==> src/rtl/hazard_ctrl.sv <==
// Hazard controller for a 5-stage MIPS pipeline: load-use and mult/div stalls,
// branch flush, EX operand forwarding and a saturating stall-cycle counter.
module hazard_ctrl #(
  parameter int MD_CYCLES = 4,
  parameter int CNT_W     = 16
) (
  input  logic             clk_i,
  input  logic             reset_ni,
  input  logic [4:0]       rs_id5,
  input  logic [4:0]       rt_id5,
  input  logic             branch_taken_id,
  input  logic             md_start_id,
  input  logic             md_read_id,
  input  logic [4:0]       rs_ex5,
  input  logic [4:0]       rt_ex5,
  input  logic [4:0]       write_reg_ex5,
  input  logic             enable_wreg_ex,
  input  logic             mem_to_reg_ex,
  input  logic [4:0]       write_reg_mem5,
  input  logic             enable_wreg_mem,
  input  logic [4:0]       write_reg_wb5,
  input  logic             enable_wreg_wb,
  output logic             stall_if_o,
  output logic             stall_id_o,
  output logic             flush_ifid_o,
  output logic             flush_idex_o,
  output logic [1:0]       fwd_a_ex2,
  output logic [1:0]       fwd_b_ex2,
  output logic             md_busy_o,
  output logic             md_done_o,
  output logic [CNT_W-1:0] stall_cnt_o
);

  localparam int MDC_W = (MD_CYCLES > 2) ? $clog2(MD_CYCLES) : 1;
  localparam logic [MDC_W-1:0] MD_LOAD = MDC_W'(MD_CYCLES - 1);

  typedef enum logic {
    IDLE    = 1'b0,
    MD_BUSY = 1'b1
  } state_t;

  state_t           state_q, state_d;
  logic [MDC_W-1:0] md_cnt_q, md_cnt_d;
  logic [CNT_W-1:0] stall_cnt_q, stall_cnt_d;

  logic lu, mh, stall, md_busy, md_done, md_accept;

  // MEM result is newer than WB, so it wins; r0 is hard-wired and never forwarded.
  function automatic logic [1:0] fwd_sel(input logic [4:0] src,
                                         input logic       mem_en,
                                         input logic [4:0] mem_reg,
                                         input logic       wb_en,
                                         input logic [4:0] wb_reg);
    if (mem_en && (mem_reg != 5'd0) && (mem_reg == src)) return 2'b10;
    else if (wb_en && (wb_reg != 5'd0) && (wb_reg == src)) return 2'b01;
    else return 2'b00;
  endfunction

  always_comb begin
    lu = mem_to_reg_ex & enable_wreg_ex & (write_reg_ex5 != 5'd0)
       & ((write_reg_ex5 == rs_id5) | (write_reg_ex5 == rt_id5));
    md_busy = (state_q == MD_BUSY);
    md_done = md_busy & (md_cnt_q == '0);
    mh      = md_busy & ~md_done & (md_read_id | md_start_id);
    stall   = reset_ni & (lu | mh);
    // A start can be taken while idle or in the done cycle (back-to-back issue).
    md_accept = md_start_id & ~stall & (~md_busy | md_done);

    stall_if_o   = stall;
    stall_id_o   = stall;
    flush_idex_o = stall;
    flush_ifid_o = reset_ni & branch_taken_id & ~stall;
    fwd_a_ex2    = reset_ni ? fwd_sel(rs_ex5, enable_wreg_mem, write_reg_mem5,
                                      enable_wreg_wb, write_reg_wb5) : 2'b00;
    fwd_b_ex2    = reset_ni ? fwd_sel(rt_ex5, enable_wreg_mem, write_reg_mem5,
                                      enable_wreg_wb, write_reg_wb5) : 2'b00;
    md_busy_o    = reset_ni & md_busy;
    md_done_o    = reset_ni & md_done;
    stall_cnt_o  = stall_cnt_q;
  end

  always_comb begin
    state_d     = state_q;
    md_cnt_d    = md_cnt_q;
    stall_cnt_d = stall_cnt_q;

    case (state_q)
      IDLE: begin
        if (md_accept) begin
          state_d  = MD_BUSY;
          md_cnt_d = MD_LOAD;
        end
      end
      MD_BUSY: begin
        if (md_cnt_q == '0) begin
          if (md_accept) begin
            md_cnt_d = MD_LOAD;
          end else begin
            state_d = IDLE;
          end
        end else begin
          md_cnt_d = md_cnt_q - 1'b1;
        end
      end
      default: state_d = IDLE;
    endcase

    if (stall && (stall_cnt_q != {CNT_W{1'b1}})) begin
      stall_cnt_d = stall_cnt_q + 1'b1;
    end
  end

  always_ff @(posedge clk_i) begin
    if (!reset_ni) begin
      state_q     <= IDLE;
      md_cnt_q    <= '0;
      stall_cnt_q <= '0;
    end else begin
      state_q     <= state_d;
      md_cnt_q    <= md_cnt_d;
      stall_cnt_q <= stall_cnt_d;
    end
  end

endmodule

==> config.mk <==
export PLATFORM = sky130hd
export DESIGN_NAME = hazard_ctrl
export DESIGN_NICKNAME = d
export VERILOG_FILES = /design/src/rtl/hazard_ctrl.sv
export SDC_FILE = /design/constraint.sdc
export NUM_CORES = 1
export LEC_CHECK = 0
export CELL_PAD_IN_SITES_DETAIL_PLACEMENT = 1
export CELL_PAD_IN_SITES_GLOBAL_PLACEMENT = 2
export CORE_ASPECT_RATIO = 1.4
export CORE_UTILIZATION = 20
export CTS_BUF_LIST = sky130_fd_sc_hd__clkbuf_8
export DETAILED_ROUTE_END_ITERATION = 12
export PLACE_DENSITY = 0.88
export SYNTH_ARGS = -nofsm -noshare
export SYNTH_HDL_FRONTEND = slang
export SYNTH_SLANG_ARGS = --single-unit
==> constraint.sdc <==
create_clock -name clk_i -period 2.05 [get_ports clk_i]
set_input_delay 0.41 -clock clk_i [delete_from_list [all_inputs] [get_ports clk_i]]
set_output_delay 0.41 -clock clk_i [all_outputs]
set_load 0.005 [all_outputs]
======== After elaboration in Yosys (flattened, before gate mapping) ========
Index checks and enable logic that the tools add are counted.
word-level totals
  bits in registers ....................... 19
  latch bits .............................. 0
  RAM bits ................................ 0
  ROM bits ................................ 0
  input port bits ......................... 44
  output and inout port bits .............. 26
  logic and storage cells ................. 55
  memories ................................ 0
cells by class
  $add $sub $neg .......................... 2
  $mul .................................... 0
  div/mod/pow operators ................... 0
  $lt $le $gt $ge ......................... 0
  eq/ne operators ......................... 7
  shift-type cells ........................ 0
  muxes and demuxes ....................... 12
  bitwise logic cells ..................... 20
  reduce and logical (&&, ||, !) cells .... 11
operators with widths
  cell                     count
  $eq A5 B5 Y1             6
  $add A16 B1 Y16 const B  1
  $ne A16 B16 Y1 const B   1
  $reduce_bool A5 Y1       3
  $and A1 B1 Y1            13
  $mux W2                  6
  $logic_and A1 B1 Y1      7
  $mux W1                  4
  $or A1 B1 Y1             4
  $pmux W2 S2              1
  $not A1 Y1               3
  $logic_not A2 Y1         1
  $pmux W1 S2              1
  $sub A2 B1 Y2 const B    1

======== Longest topological paths before layout ========
  word-level depth ........................ 13
  depth in mapped cells ................... 8
  gate-level depth less buffers ........... 7

======== Worst setup path after synthesis ========
OpenSTA, ideal clock, no wires.
  path kind ............................... input to output
  from .................................... input write_reg_ex5[1]
  to ...................................... output stall_id_o
  data arrival time ....................... 1636 ps
  required time ........................... 1640 ps
  setup slack ............................. 4 ps
  cell stages on the path ................. 5
  buffers on the path ..................... 1
  cells stage by stage .................... or4_1 > o211ai_2 > o21ai_0 > and2_1 > buf_4
on the way
  word-level cells in the longest chain between the ends .. 5
  elaborated cells between the ends (all ways) .. 8
  classes of those cells .................. eq/ne: 2; bitwise: 5; reduce/logical: 1
ends and longest elaborated chain
  item                                                       line    source
  start, declared                                            16      input logic [4:0] write_reg_ex5,
  $eq A5 B5 Y1 / $reduce_bool A5 Y1 (equally long branches)  61, 60
  $or A1 B1 Y1 / $and A1 B1 Y1 (equally long branches)       61, 60
  $and A1 B1 Y1 (*)                                          61      & ((write_reg_ex5 == rs_id5) | (write_reg_ex5 == rt_id5));
  $or A1 B1 Y1 (*)                                           65      stall = reset_ni & (lu | mh);
  $and A1 B1 Y1 (*)                                          65
  end, declared                                              24      output logic stall_id_o,
Every way passes the cells marked *; elsewhere a longest branch is shown, timed or not.

======== Worst setup path in the final report ========
  from .................................... input write_reg_ex5[4]
  to ...................................... output flush_idex_o
on the way
  word-level cells in the longest chain between the ends .. 5
  elaborated cells between the ends (all ways) .. 8
  classes of those cells .................. eq/ne: 2; bitwise: 5; reduce/logical: 1
ends and longest elaborated chain
  item                                                       line    source
  $eq A5 B5 Y1 / $reduce_bool A5 Y1 (equally long branches)  61, 60
  $or A1 B1 Y1 / $and A1 B1 Y1 (equally long branches)       61, 60
  $and A1 B1 Y1 (*)                                          61
  $or A1 B1 Y1 (*)                                           65
  $and A1 B1 Y1 (*)                                          65
  end, declared                                              26      output logic flush_idex_o,
Marked as above.

==> impl_metrics.yaml <==
floorplan:
  start_util_pct: 20.5
  ios: 70
  die_h_um: 102
  core-area_mm2: 0.00694
  die_w_um: 73.3
  num_rows: 36
  die-area_mm2: 0.00747
power_and_ir_drop:
  p_clk_share_pct: 28.3
  internal_power_w: 0.000690
  total_power_w: 0.000987
  netSwitchingPower_w: 0.000297
  p_leak_nw: 1.15
  p_comb_share_pct: 32.4
  peakVddDrop_v: 0.000188
  power_frac_seq_pct: 39.3
  netSwitchingFraction_pct: 30.1
  p_per_area_mw_per_mm2: 360
drt:
  routed_wl_mm: 5.25
  drtIter0Drc: 28
  via_per_inst: 4.40
  vias: 1665
  dr.pass1.iters: 4
  wl_per_cell_um: 13.9
  postRouteAntennaNets: 0
  drc: 0
sta:
  tightest_slew_ps: 425
  fin_worst_skew_ps: 5.57
  hold_violations: 0
  period_needed_ps: 2160
  final.period_utilization_pct: 105
  rsz0062_at_grt: "true"
  maxSlewViolCount: 0
  setup_violations: 4
  finalWorstSetupSlack_ps: -112
  relSlewSlack_pct: 71.6
  fmax_mhz: 463
clocking:
  cts_root_buffer: "clkbuf_8"
  ctsHoldBuffers: 0
  clk_pin_slew_ps: 80
  cts_htree_levels: 1
  cts_tree: "yes"
  cts_buffer_depth: 2
  cts_sinks: 19
  clk_latency_ps: 260
  numCtsBuffers: 3
synthesis:
  yosys-top-cells-count: "24 x xor2_1, 19 x dfxtp_1, 16 x nand2_1"
  synth_warnings: 0
  synth_top_area_share_pct: 26.7
  avgSynthCellArea_um2: 8.63
  synth_area_leader_cell: "dfxtp_1"
  synth_area_mm2: 0.00142
  async_reset_ff_share_pct: 0
  syn-num-nets: 210
  synth_ff_type: "dfxtp_1"
  syn_inst: 165
  ys_seq_elements: 19
  synthDistinctLibCells: 37
  synth.most_common_cell: "xor2_1"
  synth_edf_count: 0
  synthTopCellsByArea: "dfxtp_1 27%, xor2_1 15%, xnor2_1 8.6%"
  yosysSeqAreaShare_pct: 26.7
outcome:
  outcome: "complete, but fails checks"
  violations: "setup timing"
worst_setup_path:
  critPathCaptureType: "primary output"
  crit_fanout: 4
  worstSetupPathType: "in -> out"
  critPathLaunch: "write_reg_ex5[4]"
  cp-start-kind: "input port"
  critical_path_arrival_ps: 1750
  crit_required_ps: 1640
  r2r-start: "stall_cnt_o[0]$_SDFFE_PN0P_"
finish:
  area_growth_pct: 92.5
  final_core_util_pct: 39.5
  nets: 329
  finalInstanceArea_mm2: 0.00274
  drive_gt1_share_pct: 37.5
  fill_cells: 841
  n_antenna_cell: 0
global_route:
  grt_max_degree: 13
  grt-ovfl-total: 0
  grt_pass1_vias: 1836
  grt_pass1_wl_mm: 8.14
  grtUsageTotal_pct: 14.2
  antenna_found_initial: 0
placed_design:
  pre_cts_ws_ps: -957
  place.gp.congestion: 0.753
  dpl_cell_area_mm2: 0.00247
  io_buffers: 69
  hpwl_mm: 4.06
min_path:
  min-delay-path-class: "reg -> reg"
  hold_path.startpoint: "stall_cnt_o[14]$_SDFFE_PN0P_"
run:
  cap_violations: 0
==> through the flow <==
| stage | setup TNS, ps | hold WS [ps] | instances |
|---|---|---|---|
| 2_1_floorplan | 0 | 469 | 165 |
| 3_3_place_gp | -14480 | 485 | 359 |
| 3_5_place_dp | -15250 | 504 | 359 |
| 4_1_cts | -467 | 517 | 376 |
| 5_1_grt | -638 | 551 | 378 |
| 6_report | -388 | 523 | 378 |
==> path summary, 6_finish.rpt <==
| check | end | slack [ps] | cells past startpoint |
|---|---|---|---|
| hold / removal | stall_cnt_o[14]$_SDFFE_PN0P_ | 520 | 2 |
| setup / recovery | flush_idex_o | -110 | 7 |
| setup reg to reg | stall_cnt_o[11]$_SDFFE_PN0P_ | 80 | 8 |
| hold reg to reg | stall_cnt_o[14]$_SDFFE_PN0P_ | 520 | 2 |
==> cells in the final DEF, fill, tap and decap left out, types with 2 or more instances in the layout <==
cell type	Yosys	final
clkbuf_8	0	3
a2111oi_4	0	2
mux2i_1	6	6
nor3_1	3	2
and4_1	3	2
o211ai_1	2	2
clkdlybuf4s15_1	0	4
nand2b_1	2	2
buf_2	0	11
nor4_2	0	2
and2_1	5	4
xor2_1	24	23
xnor2_1	14	14
dfxtp_1	19	18
nand3_1	7	7
clkdlybuf4s50_1	0	21
nand4_1	3	3
clkbuf_2	0	2
a2111oi_2	3	2
or4_4	0	4
clkdlybuf4s15_2	0	2
dlymetal6s2s_1	0	3
buf_6	1	12
inv_1	4	4
nand2_1	16	16
o21ai_0	4	2
nor2_1	14	14
dlygate4sd2_1	0	18
nor4_4	0	2
and3_1	3	3
a211oi_1	2	2
buf_4	2	47
==> state kept, by name, summed over array words and instances, names as in the netlist <==
register and cells:
stall_cnt_o 16, md_cnt_q 2, md_busy 1
==> layout make-up <==
cell class	count	area (um2)	share of cell area, %
Sequential cell	19	382	13.9
Clock inverter	1	7.51	0.274
Multi-Input combinational cell	135	1140	41.6
Inverter	4	15.0	0.548
Timing Repair Buffer	121	1040	37.8
Clock buffer	3	41.3	1.51
Tap cell	95	119	4.34
==> critical path, stage by stage <==
cell and delay [ps]:
buf_8 90, or4_4 540, o211ai_4 200, o21ai_2 100, and2_4 190, buf_6 120, buf_6 100
==> routing by layer <==
layer,share of wire [%],GRT usage [%]
met1,36,13.7
met4,2.0,6.95
met5,0,0
met3,5.2,1.97
met2,57,28.8
==> kinds of logic after synthesis <==
family                     Yosys count  synth area share [%]
AOI/OAI and AO/OA                   24                  16.8
and+or+nand+nor                     66                  24.1
xor gates and xnor gates            38                  23.4
buffers and inverters               11                  3.95
muxes                                6                  4.22
DFF                                 19                  26.7
adders and majority gates            1                 0.879
==> repair_timing <==
action | in CTS | in global routing
resized for setup | 145 | 15
hold endpoints to repair | 0 | 0
setup endpoints to repair | 26 | 16
pin swaps | 27 | 10
buffers inserted | 13 | 2
==> power by group through the flow <==
stage | Sequential (W) | Clock (W) | Combinational (W)
2_1_floorplan | 0.000396 | 0 | 0.000101
3_3_place_gp | 0.000396 | 0 | 0.000286
3_5_place_dp | 0.000397 | 0 | 0.000292
4_1_cts | 0.000388 | 0.000289 | 0.000314
5_1_grt | 0.000390 | 0.000304 | 0.000345
6_report | 0.000388 | 0.000279 | 0.000320
No activity file was read; power rests on OpenSTA's default activity.
==> RTL edit 1: new RTL, config.mk and constraints unchanged <==
The parameter `CNT_W` goes from 16 to 32.
--- a/src/rtl/hazard_ctrl.sv
+++ b/src/rtl/hazard_ctrl.sv
@@ -4,3 +4,3 @@
   parameter int MD_CYCLES = 4,
-  parameter int CNT_W     = 16
+  parameter int CNT_W     = 32
 ) (
Interface: changed (resized stall_cnt_o); port bits go from 70 to 86. The function was not compared with the original's and may differ.
==> RTL edit 1 against the original RTL <==
- the run still ends with setup timing left
- setup slack got worse by 0.15 ns
- wire length increased by 73%
- cell area is 55% higher
- combinational power increased by 15%
- clock power is 120% higher
- sequential cell count up 16
- synthesized area increased by 62%
- synthesized cell count increased by 69%
- total power grew 68%
- non-clock buffer count grew 58
- via count up 69%
- clock skew rose by 0.0070 ns
- die area grew 60%
- critical path type unchanged
==> RTL edit 1: results (changes against the original RTL) <==
- Layout inverter count without the clock tree: 3 (was 4)
- Largest stage delay on the critical path: 0.52 ns (was 0.54 ns)
- Clock transition at the registers of the reported paths: 0.06 ns (was 0.08 ns)
- Port bufs: 85 (was 69)
- Latest clock arrival within the worst-skew pair: 0.29 ns (was 0.26 ns)
- Multi-input combinational cell area: 1700 um^2 (was 1140 um^2)
- Post-Layout Cell Count: 594 (was 378)
- Final setup violation count: 8 (was 4)
- Gr usage total: 15.6% (was 14.2%)
- Setup TNS Final: -1.33 ns (was -0.388 ns)
- Relative area of clock buffers and inverters in the final design: 2.42% (was 1.78%)
- Critical-path maximum fanout: 3 (was 4)
- Number of vias per cell after detailed routing: 4.73 (was 4.40)
- Max rail drop VDD: 0.311 mV (was 0.188 mV)
- Violated checks: setup timing (unchanged)
- Global-route wire length before repair: 14.7 mm (was 8.14 mm)
- Total placed cells including tap cells: 577 (was 359)
- Dominant cells by area after synthesis: dfxtp_1 30%, xor2_1 9.1%, xnor2_1 8.0% (was dfxtp_1 27%, xor2_1 15%, xnor2_1 8.6%)
- Number of flip-flops under the largest register name: 32 (was 16)
- Fin Clk Skew: 0.0126 ns (was 0.00557 ns)
- Fraction of synthesized area in multiplexers: 4.78% (was 4.22%)
- Yosys top cell area share: 30.4% (was 26.7%)
- DRC marker count from the first detailed-route iteration: 83 (was 28)
- Global placement routability congestion: 0.795 (was 0.753)
- Hold Crit Class: in -> reg (was reg -> reg)
- TritonRoute pass-1 iters: 4 (unchanged)
- Commonest cells in the netlist: 35 x dfxtp_1, 29 x nor2_1, 27 x nand2_1, 24 x xor2_1, 21 x xnor2_1 (was 24 x xor2_1, 19 x dfxtp_1, 16 x nand2_1, 14 x nor2_1, 14 x xnor2_1)
- Number of nets in the layout: 495 (was 329)
- Register share of the cell area: 16.8% (was 13.9%)
- Outcome: finished, violations left (unchanged)
- Mean area per synthesized cell: 8.25 um^2 (was 8.63 um^2)
- Final worst-path setup slack: -0.260 ns (was -0.112 ns)
- Number of multi-input combinational cells: 226 (was 135)
- Fraction of the yosys area taken by sequential cells: 30.4% (was 26.7%)
- Largest net degree at the start of global routing: 26 (was 13)
- Layout cell share with drive strength beyond 1: 37.1% (was 37.5%)
- Fraction of the mapped netlist area in compound gates: 9.08% (was 16.8%)
- Xor/xnor share of the synthesized area: 17.1% (was 23.4%)
- NonClk Buf Share: 36.3% (was 37.8%)
- Total number of H-tree levels: 2 (was 1)
- Minimum setup slack after placement: -1.13 ns (was -0.957 ns)
- Arithmetic-cell share of the synthesized area counting full adders, half adders and majority gates: 0.543% (was 0.879%)
- Highest Clock Rate: 0.433 GHz (was 0.463 GHz)
- Total of plain and repair buffers excluding clock buffers: 179 (was 121)
- Leakage power figure: 1.77 nW (was 1.15 nW)
- Via count of the first global-routing pass: 3,082 (was 1,836)
- Unique cell type count in the Yosys netlist: 45 (was 37)
- Number of antenna violations at the first check in global routing: 0 (unchanged)
- Slew margin rel.: 70.7% (was 71.6%)
- Filler cells: 1,351 (was 841)
==> RTL edit 1: final timing paths <==
check                               start                      endpoint  slack [ns]  cells after the start
max reg2reg  stall_cnt_o[16]$_SDFFE_PN0P_  stall_cnt_o[31]$_SDFFE_PN0P_        0.05                      7
min reg2reg   stall_cnt_o[3]$_SDFFE_PN0P_   stall_cnt_o[4]$_SDFFE_PN0P_        0.54                      2
min                              reset_ni        md_cnt_q[1]$_SDFF_PN0_        0.51                      3
max                      write_reg_ex5[1]                    stall_id_o       -0.26                      8
==> RTL edit 1: cell families after synthesis <==
logic type | count (synthesis)
AND/OR/NAND/NOR | 140
XOR/XNOR | 45
flip-flops | 35
AO/OA/AOI/OAI | 29
buffers and inverters | 18
multiplexers | 11
adder cells (fa/ha/maj) | 1
==> RTL edit 1: stage by stage <==
stage,util [%],area (um^2)
after CTS,36.7,4140
after global routing,37.6,4240
final,37.6,4240
after detailed placement,34.5,3890
after global placement,34.5,3890
after floorplan,-,2330
==> RTL edit 1: metal layers <==
metal  share of wire, %  up-vias  track usage [%]
met5                  0        -                0
met4                2.7        0             5.43
met3                4.0       19             2.60
met2                 58       77             32.2
met1                 36     1375             15.1
li1                   -     1339                -
==> RTL edit 1: report_power, final <==
group          switching [mW]  leakage, nW  internal, mW
Clock                   0.250       0.0554         0.352
Combinational           0.173         1.43         0.196
Sequential            0.00359        0.287         0.685
Total                   0.426         1.77          1.23
==> RTL edit 1: what timing repair did <==
item | CTS | global route
pin swaps | 31 | 18
endpoints found under the setup margin | 42 | 34
buffers inserted | 10 | 4
resized for setup | 155 | 28
==> RTL edit 1: worst reg2reg max path: stages, from the launching register on <==
cell	delay, ns
dfxtp_1	0.34
nand4_1	0.19
nor4_1	0.32
buf_4	0.18
o211ai_2	0.09
or3_4	0.36
or3_1	0.33
a21oi_2	0.13
==> RTL edit 2: new RTL, same flow settings <==
Made on the original files. Register the output `stall_cnt_o`, cleared by the reset; this adds one clock of latency there. The other outputs are not delayed to match.
--- a/src/rtl/hazard_ctrl.sv
+++ b/src/rtl/hazard_ctrl.sv
@@ -41,2 +41,4 @@
 
+  logic [CNT_W-1:0] stall_cnt_c;
+
   state_t           state_q, state_d;
@@ -78,3 +80,3 @@
     md_done_o    = reset_ni & md_done;
-    stall_cnt_o  = stall_cnt_q;
+    stall_cnt_c  = stall_cnt_q;
   end
@@ -124,2 +126,10 @@
 
+  always_ff @(posedge clk_i) begin
+    if (!reset_ni) begin
+      stall_cnt_o <= '0;
+    end else begin
+      stall_cnt_o <= stall_cnt_c;
+    end
+  end
+
 endmodule
Behaviour: not the same (Yosys sat finds a counterexample within 4 cycles, from zero or initial values and one cycle with reset_ni low).
==> RTL edit 2 against the original RTL <==
- the run still ends with setup timing left
- total power is 57% higher
- utilization decreased by 3.2 points
- global-route usage is 2.2 points lower
- register-to-register slack improved by 0.10 ns
- sequential cell count grew 16
- sequential share of layout area increased by 7.6 points
- setup slack worse by 0.058 ns
- non-clock buffer count shrank 3
- wire length grew 14%
- synthesized area is 29% higher
- cell count up 11%
- cell area increased by 19%
- clock power increased by 77%
- combinational power rose by 11%
- largest cell class unchanged
==> RTL edit 2: results (changes against the original RTL) <==
- Outcome: finished, violations left (unchanged)
- Largest net degree at the start of global routing: 21 (was 13)
- Final worst-path setup slack: -0.170 ns (was -0.112 ns)
- Clock buffers created by TritonCTS: 5 (was 3)
- Global placement routability congestion: 0.819 (was 0.753)
- Fin Clk Skew: 0.00226 ns (was 0.00557 ns)
- Met2 wirelength from detailed routing: 3.68 mm (was 2.97 mm)
- Worst-Margin Slew: 0.368 ns (was 0.425 ns)
- Via count of the first global-routing pass: 1,947 (was 1,836)
- Fraction of synthesized area in multiplexers: 7.88% (was 4.22%)
- Arithmetic-cell share of the synthesized area counting full adders, half adders and majority gates: 0.679% (was 0.879%)
- Layout cell share with drive strength beyond 1: 37.7% (was 37.5%)
- Cell-internal power: 1.16 mW (was 0.690 mW)
- Routing usage on met2: 25.6% (was 28.8%)
- Length of routed wiring on met1: 1.97 mm (was 1.91 mm)
- Latest clock arrival within the worst-skew pair: 0.28 ns (was 0.26 ns)
- Largest stage delay on the critical path: 0.52 ns (was 0.54 ns)
- Minimum setup slack after placement: -0.938 ns (was -0.957 ns)
- Final setup violation count: 7 (was 4)
- Unique cell type count in the Yosys netlist: 36 (was 37)
- Mean area per synthesized cell: 9.49 um^2 (was 8.63 um^2)
- Met3 wire len: 192 um (was 275 um)
- Number of nets produced by synthesis: 239 (was 210)
- Violated checks: setup timing (unchanged)
- Leakage power figure: 1.39 nW (was 1.15 nW)
- Dominant cells by area after synthesis: dfxtp_1 38%, xnor2_1 7.6%, and2_1 7.1% (was dfxtp_1 27%, xor2_1 15%, xnor2_1 8.6%)
- Max rail drop VDD: 0.313 mV (was 0.188 mV)
## RTL edit 2: cell count changes in the layout (fill, tap and decap cells not counted), sizes merged, moves of 4 or more
cell     unedited run  this run
nor2b               0        15
xor2               24        15
and2                5        21
a2111oi             5         0
dfxtp              19        35
nand2              16        12
clkbuf              5        10
mux2                0        12
nand3               7        11
mux2i               6         1
nor2               14         5
## RTL edit 2: stage by stage
step | power, mW | TNS (ns)
3_5_place_dp | 1.01 | -16.68
3_3_place_gp | 0.998 | -14.97
5_1_grt | 1.62 | -0.816
4_1_cts | 1.53 | -0.374
6_report | 1.54 | -0.558
2_1_floorplan | 0.816 | 0
## RTL edit 2: path summary, 6_finish.rpt
check,startpoint,to,slack [ns],cells past startpoint
worst max-delay path,rs_ex5[4],fwd_a_ex2[0],-0.17,5
worst min-delay path,stall_cnt_c[4]$_SDFFE_PN0P_,stall_cnt_o[4]$_SDFF_PN0_,0.53,1
worst max register to register,stall_cnt_c[0]$_SDFFE_PN0P_,stall_cnt_c[8]$_SDFFE_PN0P_,0.18,8
worst min register to register,stall_cnt_c[4]$_SDFFE_PN0P_,stall_cnt_o[4]$_SDFF_PN0_,0.53,1
## RTL edit 2: critical path, delay by kind of cell
kind	cells	cell delay, ns
xor+xnor	1	0.17
simple gates	2	0.86
buf+inv	2	0.37
## RTL edit 2: cell type report
| class | instances | area (um^2) |
|---|---|---|
| fill | 1024 | 5720 |
| multi-input combinational | 151 | 1280 |
| timing repair buffer | 118 | 1050 |
| sequential | 35 | 701 |
| tap | 107 | 134 |
| clock buffer | 6 | 82.6 |
| inverter | 2 | 7.51 |
| clock inverter | 1 | 5.00 |
## RTL edit 2: repair_timing
item                                    CTS  global route
cloned                                    1             2
hold buffers                              0             0
pin swaps                                31            14
endpoints found under the setup margin   25            22
resized for setup                       149            28
buffers inserted                          6             0
